===== src/rtl/rv32_pkg.sv =====
// Shared RV32 control-transfer definitions: branch funct3 encodings,
// the redirect FSM state type and the default datapath width.
package rv32_pkg;

   localparam int XLEN = 32;

   localparam logic [2:0] F3_BEQ  = 3'b000;
   localparam logic [2:0] F3_BNE  = 3'b001;
   localparam logic [2:0] F3_BLT  = 3'b100;
   localparam logic [2:0] F3_BGE  = 3'b101;
   localparam logic [2:0] F3_BLTU = 3'b110;
   localparam logic [2:0] F3_BGEU = 3'b111;

   typedef enum logic {
      IDLE     = 1'b0,
      REDIRECT = 1'b1
   } br_state_t;

endpackage


===== src/rtl/branch_cond_decode.sv =====
// Combinational branch condition: maps funct3 and comparator flags to taken.
// Reserved encodings (010/011) resolve as not taken.
module branch_cond_decode
   import rv32_pkg::*;
(
   input  logic [2:0] funct3,
   input  logic       cmp_neq,
   input  logic       cmp_lt,
   input  logic       cmp_ltu,
   output logic       taken
);

   always_comb begin
      taken = 1'b0;
      case (funct3)
         F3_BEQ:  taken = ~cmp_neq;
         F3_BNE:  taken =  cmp_neq;
         F3_BLT:  taken =  cmp_lt;
         F3_BGE:  taken = ~cmp_lt;
         F3_BLTU: taken =  cmp_ltu;
         F3_BGEU: taken = ~cmp_ltu;
         default: taken = 1'b0;
      endcase
   end

endmodule


===== src/rtl/branch_resolve_unit.sv =====
// EX-stage branch/jump resolution: decides taken, computes the target and holds
// a registered redirect to fetch (with flush) until fetch accepts it.
module branch_resolve_unit #(
   parameter int XLEN  = 32,
   parameter int CNT_W = 32
) (
   input  logic             clk,
   input  logic             rst_n,
   input  logic             ex_valid,
   input  logic             ex_stall,
   input  logic             ex_is_branch,
   input  logic             ex_is_jal,
   input  logic             ex_is_jalr,
   input  logic [2:0]       ex_funct3,
   input  logic [XLEN-1:0]  ex_pc,
   input  logic [XLEN-1:0]  ex_imm,
   input  logic [XLEN-1:0]  ex_rs1,
   input  logic             cmp_neq,
   input  logic             cmp_lt,
   input  logic             cmp_ltu,
   output logic             redirect_valid,
   output logic [XLEN-1:0]  redirect_pc,
   input  logic             redirect_ready,
   output logic             flush,
   output logic             misalign_exc,
   output logic [CNT_W-1:0] branch_cnt,
   output logic [CNT_W-1:0] taken_cnt
);
   import rv32_pkg::*;

   br_state_t       state;
   logic            cond_taken;
   logic            taken;
   logic            resolve;
   logic [XLEN-1:0] pc_sum;
   logic [XLEN-1:0] rs1_sum;
   logic [XLEN-1:0] target;

   branch_cond_decode u_cond (
      .funct3  (ex_funct3),
      .cmp_neq (cmp_neq),
      .cmp_lt  (cmp_lt),
      .cmp_ltu (cmp_ltu),
      .taken   (cond_taken)
   );

   assign resolve = (state == IDLE) & ex_valid & ~ex_stall
                  & (ex_is_branch | ex_is_jal | ex_is_jalr);

   // Adders wrap mod 2^XLEN; JALR clears bit 0 of its target.
   assign pc_sum  = ex_pc + ex_imm;
   assign rs1_sum = ex_rs1 + ex_imm;
   assign target  = ex_is_jalr ? {rs1_sum[XLEN-1:1], 1'b0} : pc_sum;
   assign taken   = ex_is_jal | ex_is_jalr | (ex_is_branch & cond_taken);

   always_ff @(posedge clk) begin
      if (!rst_n) begin
         state          <= IDLE;
         redirect_valid <= 1'b0;
         redirect_pc    <= '0;
         flush          <= 1'b0;
         misalign_exc   <= 1'b0;
         branch_cnt     <= '0;
         taken_cnt      <= '0;
      end else begin
         misalign_exc <= resolve & taken & target[1];
         if (resolve) branch_cnt <= branch_cnt + CNT_W'(1);
         case (state)
            IDLE: begin
               if (resolve && taken && !target[1]) begin
                  state          <= REDIRECT;
                  redirect_valid <= 1'b1;
                  flush          <= 1'b1;
                  redirect_pc    <= target;
                  taken_cnt      <= taken_cnt + CNT_W'(1);
               end
            end
            REDIRECT: begin
               // redirect_pc is held until fetch takes the redirect.
               if (redirect_ready) begin
                  state          <= IDLE;
                  redirect_valid <= 1'b0;
                  flush          <= 1'b0;
               end
            end
            default: state <= IDLE;
         endcase
      end
   end

endmodule


===== config.mk =====
export PLATFORM = sky130hd
export DESIGN_NAME = branch_resolve_unit
export DESIGN_NICKNAME = d
export VERILOG_FILES = /design/src/rtl/rv32_pkg.sv /design/src/rtl/branch_cond_decode.sv /design/src/rtl/branch_resolve_unit.sv
export SDC_FILE = /design/constraint.sdc
export NUM_CORES = 1
export LEC_CHECK = 0
export BUFFER_PORTS_ARGS = -buffer_cell sky130_fd_sc_hd__buf_2
export CAP_MARGIN = 25
export CORE_MARGIN = 5
export CORE_UTILIZATION = 40
export CTS_CLUSTER_SIZE = 16
export DETAILED_ROUTE_END_ITERATION = 8
export GPL_ROUTABILITY_DRIVEN = 0
export HOLD_SLACK_MARGIN = 0.1
export PLACE_DENSITY = 0.69
export SYNTH_ARGS = -nofsm -noshare
export SYNTH_HDL_FRONTEND = slang
export SYNTH_SLANG_ARGS = --single-unit

===== constraint.sdc =====
create_clock -name clk -period 3.3 [get_ports clk]
set_input_delay 0.66 -clock clk [delete_from_list [all_inputs] [get_ports clk]]
set_output_delay 0.66 -clock clk [all_outputs]
set_load 0.03 [all_outputs]

==> impl_results.md, run 1 <==
* Antenna viol nets, final at 0
* Avg Inst Size Synth at 7.84 um2
* Slew Limit Fails at 0
* Starting Density at 0.405
* Mux share of post-synthesis cell area at 0.00677
* Worst setup margin at 0.193 ns
* Yosys Warn Count at 0
* Post-CTS setup buffer count at 0
* Max Clk Rate at 0.322 GHz
* Gate Count Post-Synth at 966
* Post-route cell area at 9480 um2
* Detailed placer's ending HPWL at 17.9 mm
* Synth Area in Simple Gates at 0.220
* Cell Pwr Density at 355 nW/um2
* Most common cell after layout, fill and taps aside: buf_2
* H-tree depth at 3
* Die height at 148 um
* Worst path max stage delay at 0.42 ns
* Ys async rst share at 0
* Final routed DRC violation total at 0
* Fin crit period at 3.11 ns
* Reg clk slew, reported paths at 0.07 ns
* Compound-Gate Fraction of Synth Area at 0.252
* Setup violators final at 0
* Relative slew slack at 0.519
* Clock sinks at 99
* Worst-margin pin slew at 0.713 ns
* IO Pins at 209
* Iteration-0 DRC count of the detailed router at 543
* Crit-path cells: buf_2 > ha_1 > fa_1 > a211oi_1 > buf_4 > o21ai_1 > a21oi_2 > o311a_1 > nor2_2 > a31oi_2 > o21ai_0 > a31oi_1 > o31a_1
* Drt wl/cell at 15.7 um
* Max cap viols at 0
* RSZ-0062 raised after global routing: no
* Commonest non-fill, non-tap cells in the layout: buf_2, dfxtp_1, nor2_1, a21oi_1, nand2_1
* Num CTS Buffers at 9
* P_leak at 4.34 nW
* Clk root buf: clkbuf_16
* I/O Buffers at 208
* Final hold viol count at 0
* Status: finished, final reports clean
* Antenna fix cells at 0
* Setup crit start: ex_imm[0]
* Global Route Usage Sum at 0.200
* Total Wirelength at 22.5 mm
* Number of global-route vias before repair at 7,497
* Layout area overhead at 25.1%
* Post-DP Area at 9200 um2
* Largest net degree at the start of global routing at 47
* Top FF cell, synth: dfxtp_1
* Worst-Skew Late Latency at 0.34 ns
* Synth Area in Adders at 0.109
* Nets at 1,373
* WS Path Type: in2reg
* Via density at 5.46
* Clk_skew at 0.00988 ns
* HP Start: redirect_pc[9]
* First-pass DRT Iterations at 5
* Data required, critical path at 3.59 ns
* CTS Buffer Depth at 2
* # rows at 50
* CP max FO at 4
* CTS Hold Buffers Added at 0
* Core area at 18,700 um2
* Layout cells sized above 1 at 0.245
* DP Worst Slack at -0.143 ns
* Initial antenna violation count at 0
* Syn Nets at 1,141
* Worst Hold Class: reg2reg
* Detailed-route via count at 7,838
* Synth cell types at 68
* Crit share post-route at 0.942
* Largest family of logic cells by synthesized area: compound AO/OA/AOI/OAI gates
* Synth Area in XOR/XNOR at 0.121
* Flops & latches, synth at 99
* Synthesized cell area at 7580 um2
* Chip width at 148 um
* CTS tree: built
* First-pass GRT wire length at 36.5 mm
* Peak supply drop at 0.227 mV
* Die Area at 21,800 um2
* Register area share after synthesis at 0.262
* Slowest cell on crit path: fa_1
* Setup crit start kind: primary input
* CP arrival at 3.40 ns
* CP endpoint kind: flop
* GR Overflow Total at 0
* Origin of the critical flop-to-flop path: state
* Post-synth EDFFs at 0
-- per-layer routing --
metal | vias to the layer above | part of all wire | global-route usage
li1 | 3979 | - | -
met1 | 3560 | 0.47 | 0.279
met2 | 276 | 0.45 | 0.327
met3 | 23 | 0.057 | 0.0227
met4 | 0 | 0.018 | 0.0587
met5 | - | 0 | 0
-- final cells by class --
cell class / count / area [um2]
inverters: 14 / 52.6
repair buffers: 262 / 1500
well taps: 234 / 293
fillers: 1822 / 9230
flip-flops and latches: 99 / 1980
multi-input cells: 812 / 5380
clock inverters: 4 / 26.3
clock buffers: 11 / 253
-- where the power goes --
part	switching (W)	internal [W]	total, W
sequential	0.0000211	0.00123	0.00125
combinational	0.000649	0.000464	0.00111
clock	0.000456	0.000547	0.00100
-- flip-flops by register name (all words and copies together) (netlist names) --
register	flops
taken_cnt	32
flush	1
branch_cnt	32
state	1
redirect_pc	32
misalign_exc	1
-- Yosys cell counts, types with 15 or more instances --
library cell,n,share of area
a21oi_1,93,0.061
xor2_1,58,0.067
or3_1,15,0.012
o21ai_0,68,0.045
xnor2_1,47,0.054
and3_1,18,0.015
dfxtp_1,99,0.26
a21o_1,35,0.035
nand3_1,36,0.024
clkbuf_1,29,0.014
nor2_1,96,0.048
ha_1,63,0.10
and2_1,17,0.014
a211oi_1,20,0.020
nand2_1,83,0.041
nand4_1,28,0.023
-- per-stage QoR --
step	std cells	power [W]	util	TNS, ns	hold WS, ns
after global placement	1421	0.00236	0.492	-0.632	0.440
after detailed placement	1421	0.00237	0.492	-0.808	0.450
after floorplan	966	0.00200	-	0	0.438
after global routing	1436	0.00355	0.507	0	0.490
final	1436	0.00336	0.507	0	0.458
after CTS	1436	0.00337	0.507	0	0.462
-- critical path, delay by kind of cell --
| kind | cells | cell delay, ns |
|---|---|---|
| and+or+nand+nor | 1 | 0.07 |
| buffers and inverters | 2 | 0.28 |
| adders and majority gates | 2 | 0.63 |
| AOI/OAI and AO/OA | 8 | 1.76 |
-- final timing paths --
check | slack (ns) | end | cells after the start
setup / recovery | 0.19 | redirect_pc[26] | 13
hold / removal | 0.46 | redirect_pc[9] | 2
setup reg to reg | 0.91 | branch_cnt[28] | 9
hold reg to reg | 0.46 | redirect_pc[9] | 2
-- timing repair --
item	4_1_cts	5_1_grt
resized for setup	0	1
hold endpoints to repair	0	0
endpoints found under the setup margin	0	1
-- logic make-up (layout without fill, tap and decap cells) --
group,after synthesis,after routing
AND/OR/NAND/NOR,340,340
AO/OA/AOI/OAI,297,297
XOR/XNOR,105,105
flip-flops,99,99
adder cells (fa/ha/maj),65,65
buffers and inverters,55,291
multiplexers,5,5
Power figures use the tool's default switching activity.
==> inputs of run 2 (changes only) <==
--- a/config.mk
+++ b/config.mk
@@ -6,14 +6,15 @@
 export NUM_CORES = 1
 export LEC_CHECK = 0
 export BUFFER_PORTS_ARGS = -buffer_cell sky130_fd_sc_hd__buf_2
-export CAP_MARGIN = 25
+export CAP_MARGIN = 20
 export CORE_MARGIN = 5
 export CORE_UTILIZATION = 40
 export CTS_CLUSTER_SIZE = 16
 export DETAILED_ROUTE_END_ITERATION = 8
 export GPL_ROUTABILITY_DRIVEN = 0
+export GPL_TIMING_DRIVEN = 0
 export HOLD_SLACK_MARGIN = 0.1
-export PLACE_DENSITY = 0.69
+export PLACE_DENSITY = 0.7
 export SYNTH_ARGS = -nofsm -noshare
 export SYNTH_HDL_FRONTEND = slang
 export SYNTH_SLANG_ARGS = --single-unit
==> impl_results.md, run 2 (synthesis gave the netlist of run 1 again) <==
* Die height at 148 um (unchanged)
* Crit-path cells: buf_2 > and2_1 > fa_1 > a21o_1 > a311o_1 > a2111oi_4 > o2111ai_1 > nand2_1 > or3_1 > nor3b_1 > xor2_1 > a221oi_1 (was buf_2 > ha_1 > fa_1 > a211oi_1 > buf_4 > o21ai_1 > a21oi_2 > o311a_1 > nor2_2 > a31oi_2 > o21ai_0 > a31oi_1 > o31a_1)
* Clk_skew at 0.00724 ns (was 0.00988 ns)
* Drt wl/cell at 16.4 um (was 15.7 um)
* CP max FO at 3 (was 4)
* Fill cells at 1,865 (was 1,822)
* Number of global-route vias before repair at 7,241 (was 7,497)
* GR Overflow Total at 0 (unchanged)
* Die Area at 21,800 um2 (unchanged)
* Chip width at 148 um (unchanged)
* Initial antenna violation count at 0 (unchanged)
* RSZ-0062 raised after global routing: yes (was no)
* P_leak at 4.18 nW (was 4.34 nW)
* Largest regs: branch_cnt: 32 flops, redirect_pc: 32 flops, taken_cnt: 32 flops (unchanged)
* Crit share post-route at 0.972 (was 0.942)
* CP arrival at 3.45 ns (was 3.40 ns)
* Clock sinks at 99 (unchanged)
* # rows at 50 (unchanged)
* Worst-Skew Late Latency at 0.34 ns (about the same)
* Fin crit period at 3.21 ns (was 3.11 ns)
* Slowest cell on crit path: a311o_1 (was fa_1)
* # placed instances at 1,409 (was 1,421)
* Worst hold slack at 0.454 ns (was 0.458 ns)
* Total Wirelength at 23.4 mm (was 22.5 mm)
* IO Pins at 209 (unchanged)
* Max cap viols at 0 (unchanged)
* Global Route Usage Sum at 0.205 (was 0.200)
* Final routed DRC violation total at 0 (unchanged)
* Clk root buf: clkbuf_16 (unchanged)
* Largest net degree at the start of global routing at 18 (was 47)
* Status: finished, final reports clean (unchanged)
* H-tree depth at 3 (unchanged)
* Setup violators final at 0 (unchanged)
* Most common cell after layout, fill and taps aside: buf_2 (unchanged)
* CTS Hold Buffers Added at 0 (unchanged)
* Worst path max stage delay at 0.45 ns (was 0.42 ns)
* Commonest non-fill, non-tap cells in the layout: buf_2, dfxtp_1, nor2_1, a21oi_1, nand2_1 (unchanged)
* Nets at 1,364 (was 1,373)
* Via density at 5.47 (was 5.46)
* Worst-margin pin slew at 0.648 ns (was 0.713 ns)
* Max Clk Rate at 0.312 GHz (was 0.322 GHz)
* CP endpoint kind: flop (unchanged)
* WS Path Type: in2reg (unchanged)
* Final hold viol count at 0 (unchanged)
* Iteration-0 DRC count of the detailed router at 416 (was 543)
* CTS Buffer Depth at 2 (unchanged)
* I/O Buffers at 208 (unchanged)
* Buf/Inv on CP at 1 (was 2)
* First-pass DRT Iterations at 5 (unchanged)
* First-pass GRT wire length at 36.8 mm (was 36.5 mm)
* Reg clk slew, reported paths at 0.07 ns (about the same)
* Peak supply drop at 0.249 mV (was 0.227 mV)
* Post-DP Area at 8910 um2 (was 9200 um2)
* Detailed-route via count at 7,814 (was 7,838)
* Layout area overhead at 22.5% (was 25.1%)
* Detailed placer's ending HPWL at 19.0 mm (was 17.9 mm)
* Num CTS Buffers at 9 (unchanged)
* Core area at 18,700 um2 (unchanged)
* Post-Layout Cell Count at 1,428 (was 1,436)
* Antenna fix cells at 0 (unchanged)
* Starting Density at 0.405 (unchanged)
* Relative slew slack at 0.568 (was 0.519)
* Crit path max-delay family: compound AO/OA/AOI/OAI gates (unchanged)
* CTS tree: built (unchanged)
* Layout cells sized above 1 at 0.216 (was 0.245)
* Data required, critical path at 3.54 ns (was 3.59 ns)
* Cell Pwr Density at 368 nW/um2 (was 355 nW/um2)
* Setup crit start kind: primary input (unchanged)
* Slew Limit Fails at 0 (unchanged)
* Post-route cell area at 9280 um2 (was 9480 um2)
* Worst Hold Class: reg2reg (unchanged)
* Antenna viol nets, final at 0 (unchanged)
## run 2: cell count changes in the layout (fill, tap and decap cells not counted), sizes merged
cell    change
clkinv      -2
clkbuf     +29
buf        -39
inv         +3
bufinv      +1
## run 2: worst paths after layout
| check | start | endpoint | slack [ns] | cells after the start |
|---|---|---|---|---|
| max | ex_imm[0] | redirect_pc[24] | 0.09 | 12 |
| max reg2reg | state | redirect_pc[22] | 0.76 | 8 |
| min reg2reg | redirect_pc[9] | redirect_pc[9] | 0.45 | 2 |
| min | redirect_pc[9] | redirect_pc[9] | 0.45 | 2 |
## run 2: what timing repair did
action | CTS | global route
pin swaps | 1 | 1
setup buffers | 3 | 0
setup endpoints to repair | 10 | 5
resized for setup | 2 | 6
## run 2: report_power, final
part / switching, W / total [W] / internal [W]
clock: 0.000481 / 0.00110 / 0.000616
sequential: 0.0000202 / 0.00124 / 0.00122
combinational: 0.000659 / 0.00107 / 0.000415
total: 0.00116 / 0.00342 / 0.00226
## run 2: worst register-to-register path: cells and delay by family (launching register included)
kind / cells / cell delay [ns]
and+or+nand+nor: 1 / 0.13
DFF: 1 / 0.33
buffers and inverters: 4 / 1.24
AOI/OAI and AO/OA: 3 / 0.69
## run 2: layer usage
layer  up-vias  global-route usage  wire, um
met5         -                   0         0
met4         0              0.0405       314
met3        22              0.0276      1190
met2       248               0.357     11000
met1      3565               0.272     10900
li1       3979                   -         -
## run 2: through the flow
step	setup TNS [ns]	setup WS [ns]	util	power (W)
3_3_place_gp	-11.60	-0.537	0.476	0.00231
2_1_floorplan	0	0.159	-	0.00200
3_5_place_dp	-12.42	-0.520	0.477	0.00232
5_1_grt	-0.0258	-0.0258	0.496	0.00359
6_report	0	0.0919	0.496	0.00342
4_1_cts	0	0.00482	0.495	0.00342
## run 2: layout make-up
| type | count | area [um2] | area share |
|---|---|---|---|
| timing repair buffer | 212 | 1070 | 0.115 |
| tap | 234 | 293 | 0.0315 |
| sequential | 99 | 1980 | 0.214 |
| clock inverter | 6 | 68.8 | 0.00741 |
| clock buffer | 10 | 239 | 0.0257 |
| inverter | 14 | 52.6 | 0.00566 |
| buffer | 41 | 169 | 0.0182 |
| multi-input combinational | 812 | 5410 | 0.583 |
==> inputs of run 3 (changes only) <==
--- a/config.mk
+++ b/config.mk
@@ -5,7 +5,7 @@
 export SDC_FILE = /design/constraint.sdc
 export NUM_CORES = 1
 export LEC_CHECK = 0
-export BUFFER_PORTS_ARGS = -buffer_cell sky130_fd_sc_hd__buf_2
+export BUFFER_PORTS_ARGS = -buffer_cell sky130_fd_sc_hd__buf_4
 export CAP_MARGIN = 20
 export CORE_MARGIN = 5
 export CORE_UTILIZATION = 40
@@ -14,7 +14,7 @@
 export GPL_ROUTABILITY_DRIVEN = 0
 export GPL_TIMING_DRIVEN = 0
 export HOLD_SLACK_MARGIN = 0.1
-export PLACE_DENSITY = 0.7
+export PLACE_DENSITY = 0.66
 export SYNTH_ARGS = -nofsm -noshare
 export SYNTH_HDL_FRONTEND = slang
 export SYNTH_SLANG_ARGS = --single-unit
==> impl_results.md, run 3 (synthesis gave the netlist of run 1 again) <==
* Drt wl/cell at 16.7 um (was 16.4 um)
* Detailed-route via count at 7,861 (was 7,814)
* Worst-Skew Late Latency at 0.34 ns (about the same)
* Worst hold slack at 0.456 ns (was 0.454 ns)
* Worst path max stage delay at 0.45 ns (about the same)
* First-pass GRT wire length at 38.2 mm (was 36.8 mm)
* Clk root buf: clkbuf_16 (unchanged)
* Clk_skew at 0.00984 ns (was 0.00724 ns)
* Largest net degree at the start of global routing at 17 (was 18)
* Max cap viols at 0 (unchanged)
* Fin crit period at 3.19 ns (was 3.21 ns)
* Commonest non-fill, non-tap cells in the layout: buf_4, dfxtp_1, nor2_1, a21oi_1, nand2_1 (was buf_2, dfxtp_1, nor2_1, a21oi_1, nand2_1)
* Crit share post-route at 0.967 (was 0.972)
* Worst-margin pin slew at 0.662 ns (was 0.648 ns)
* Worst setup margin at 0.109 ns (was 0.0919 ns)
* Detailed placer's ending HPWL at 19.4 mm (was 19.0 mm)
* Post-route cell area at 9850 um2 (was 9280 um2)
* Sw power at 0.00115 W (was 0.00116 W)
* Sequential fraction of design power at 0.348 (was 0.364)
* Status: finished, final reports clean (unchanged)
* Core area at 18,700 um2 (unchanged)
* CTS tree: built (unchanged)
* Iteration-0 DRC count of the detailed router at 393 (was 416)
* Slew Limit Fails at 0 (unchanged)
* H-tree depth at 3 (unchanged)
* # rows at 50 (unchanged)
* Starting Density at 0.405 (unchanged)
* I/O Buffers at 208 (unchanged)
* Setup violators final at 0 (unchanged)
* Layout Utilization at 0.526 (was 0.496)
* Die Area at 21,800 um2 (unchanged)
* Net Sw Frac at 0.320 (was 0.340)
* Crit-path cells: buf_4 > ha_1 > fa_1 > a211oi_2 > o21ai_1 > a21oi_2 > o311a_1 > o21ai_0 > a21oi_1 > o21ai_0 > xnor2_1 > a21oi_1 (was buf_2 > and2_1 > fa_1 > a21o_1 > a311o_1 > a2111oi_4 > o2111ai_1 > nand2_1 > or3_1 > nor3b_1 > xor2_1 > a221oi_1)
* Antenna fix cells at 0 (unchanged)
* Total Wirelength at 23.8 mm (was 23.4 mm)
* Worst Hold Path Cells at 2 (unchanged)
* First-pass DRT Iterations at 5 (unchanged)
* CP endpoint kind: flop (unchanged)
* Initial antenna violation count at 0 (unchanged)
* WS Path Type: in2reg (unchanged)
* GR Overflow Total at 0 (unchanged)
* Cell Pwr Density at 364 nW/um2 (was 368 nW/um2)
* Data required, critical path at 3.50 ns (was 3.54 ns)
* Die height at 148 um (unchanged)
* Max Clk Rate at 0.313 GHz (was 0.312 GHz)
* Worst Hold Class: reg2reg (unchanged)
* P_leak at 4.28 nW (was 4.18 nW)
* Peak supply drop at 0.240 mV (was 0.249 mV)
* Layout area overhead at 30.0% (was 22.5%)
* CP max FO at 4 (was 3)
* CTS Buffer Depth at 2 (unchanged)
* Slowest cell on crit path: fa_1 (was a311o_1)
* Final hold viol count at 0 (unchanged)
* Final routed DRC violation total at 0 (unchanged)
* Comb pwr share at 0.315 (was 0.314)
* Largest regs: branch_cnt: 32 flops, redirect_pc: 32 flops, taken_cnt: 32 flops (unchanged)
* Num CTS Buffers at 9 (unchanged)
* Relative slew slack at 0.559 (was 0.568)
* Antenna viol nets, final at 0 (unchanged)
* Number of global-route vias before repair at 7,469 (was 7,241)
* IO Pins at 209 (unchanged)
* Reg clk slew, reported paths at 0.07 ns (about the same)
* Setup crit start kind: primary input (unchanged)
* RSZ-0062 raised after global routing: no (was yes)
* Clk network pwr share at 0.337 (was 0.321)
* CP arrival at 3.39 ns (was 3.45 ns)
* Most common cell after layout, fill and taps aside: buf_4 (was buf_2)
* Global Route Usage Sum at 0.211 (was 0.205)
* Via density at 5.51 (was 5.47)
* R2r worst-path depth at 9 (was 8)
* Layout cells sized above 1 at 0.217 (was 0.216)
* DP Worst Slack at -0.546 ns (was -0.520 ns)
* Clock sinks at 99 (unchanged)
* Internal at 0.00244 W (was 0.00226 W)
* Post-DP Area at 9430 um2 (was 8910 um2)
* Chip width at 148 um (unchanged)
* Nets at 1,363 (was 1,364)
==> run 3: changes by cell type in the layout (fill, tap and decap cells not counted), moves of 2 or more <==
cell       change
a211oi_1       -2
a211oi_2       +3
buf_2        -209
buf_4        +207
bufinv_16      +2
inv_6          -2
==> run 3: stage by stage <==
stage | total power, W | std cells | TNS [ns]
after floorplan | 0.00200 | 966 | 0
after global placement | 0.00237 | 1408 | -11.85
after detailed placement | 0.00237 | 1408 | -12.57
after CTS | 0.00359 | 1424 | 0
after global routing | 0.00378 | 1427 | 0
final | 0.00358 | 1427 | 0
==> run 3: power by group through the flow <==
stage / Sequential (W) / Clock, W / Combinational (W)
after floorplan: 0.00133 / 0 / 0.000675
after global placement: 0.00127 / 0 / 0.00110
after detailed placement: 0.00127 / 0 / 0.00110
after CTS: 0.00125 / 0.00123 / 0.00111
after global routing: 0.00125 / 0.00128 / 0.00124
final: 0.00125 / 0.00121 / 0.00113
==> run 3: worst paths after layout <==
path	start	to	slack [ns]
setup / recovery	ex_pc[0]	redirect_pc[28]	0.11
hold / removal	redirect_pc[20]	redirect_pc[20]	0.46
setup reg to reg	state	branch_cnt[31]	0.87
hold reg to reg	redirect_pc[20]	redirect_pc[20]	0.46
==> run 3: area by class of cell <==
type | count | area [um2]
Buffer | 41 | 169
Clock buffer | 10 | 229
Clock inverter | 6 | 111
Fill cell | 1834 | 8860
Inverter | 14 | 52.6
Multi-Input combinational cell | 812 | 5430
Sequential cell | 99 | 1980
Tap cell | 234 | 293
Timing Repair Buffer | 211 | 1580
==> run 3: critical path, delay by kind of cell <==
kind            cells  cell delay [ns]
compound gates      8             1.69
xor+xnor            1             0.23
buf+inv             1             0.11
fa+ha+maj           2             0.68
==> run 3: routing by layer <==
layer  global-route usage  vias up  routed length (um)
met3               0.0264       20                1210
met2                0.353      247               11100
met5                    0        -                   0
li1                     -     3975                   -
met1                0.292     3619               11200
met4               0.0438        0                 293
==> run 3: repair_timing <==
item,4_1_cts,5_1_grt
hold buffers,0,0
pin swaps,1,3
endpoints found under the setup margin,10,26
resized for setup,4,8
hold endpoints to repair,0,0
buffers inserted,0,2
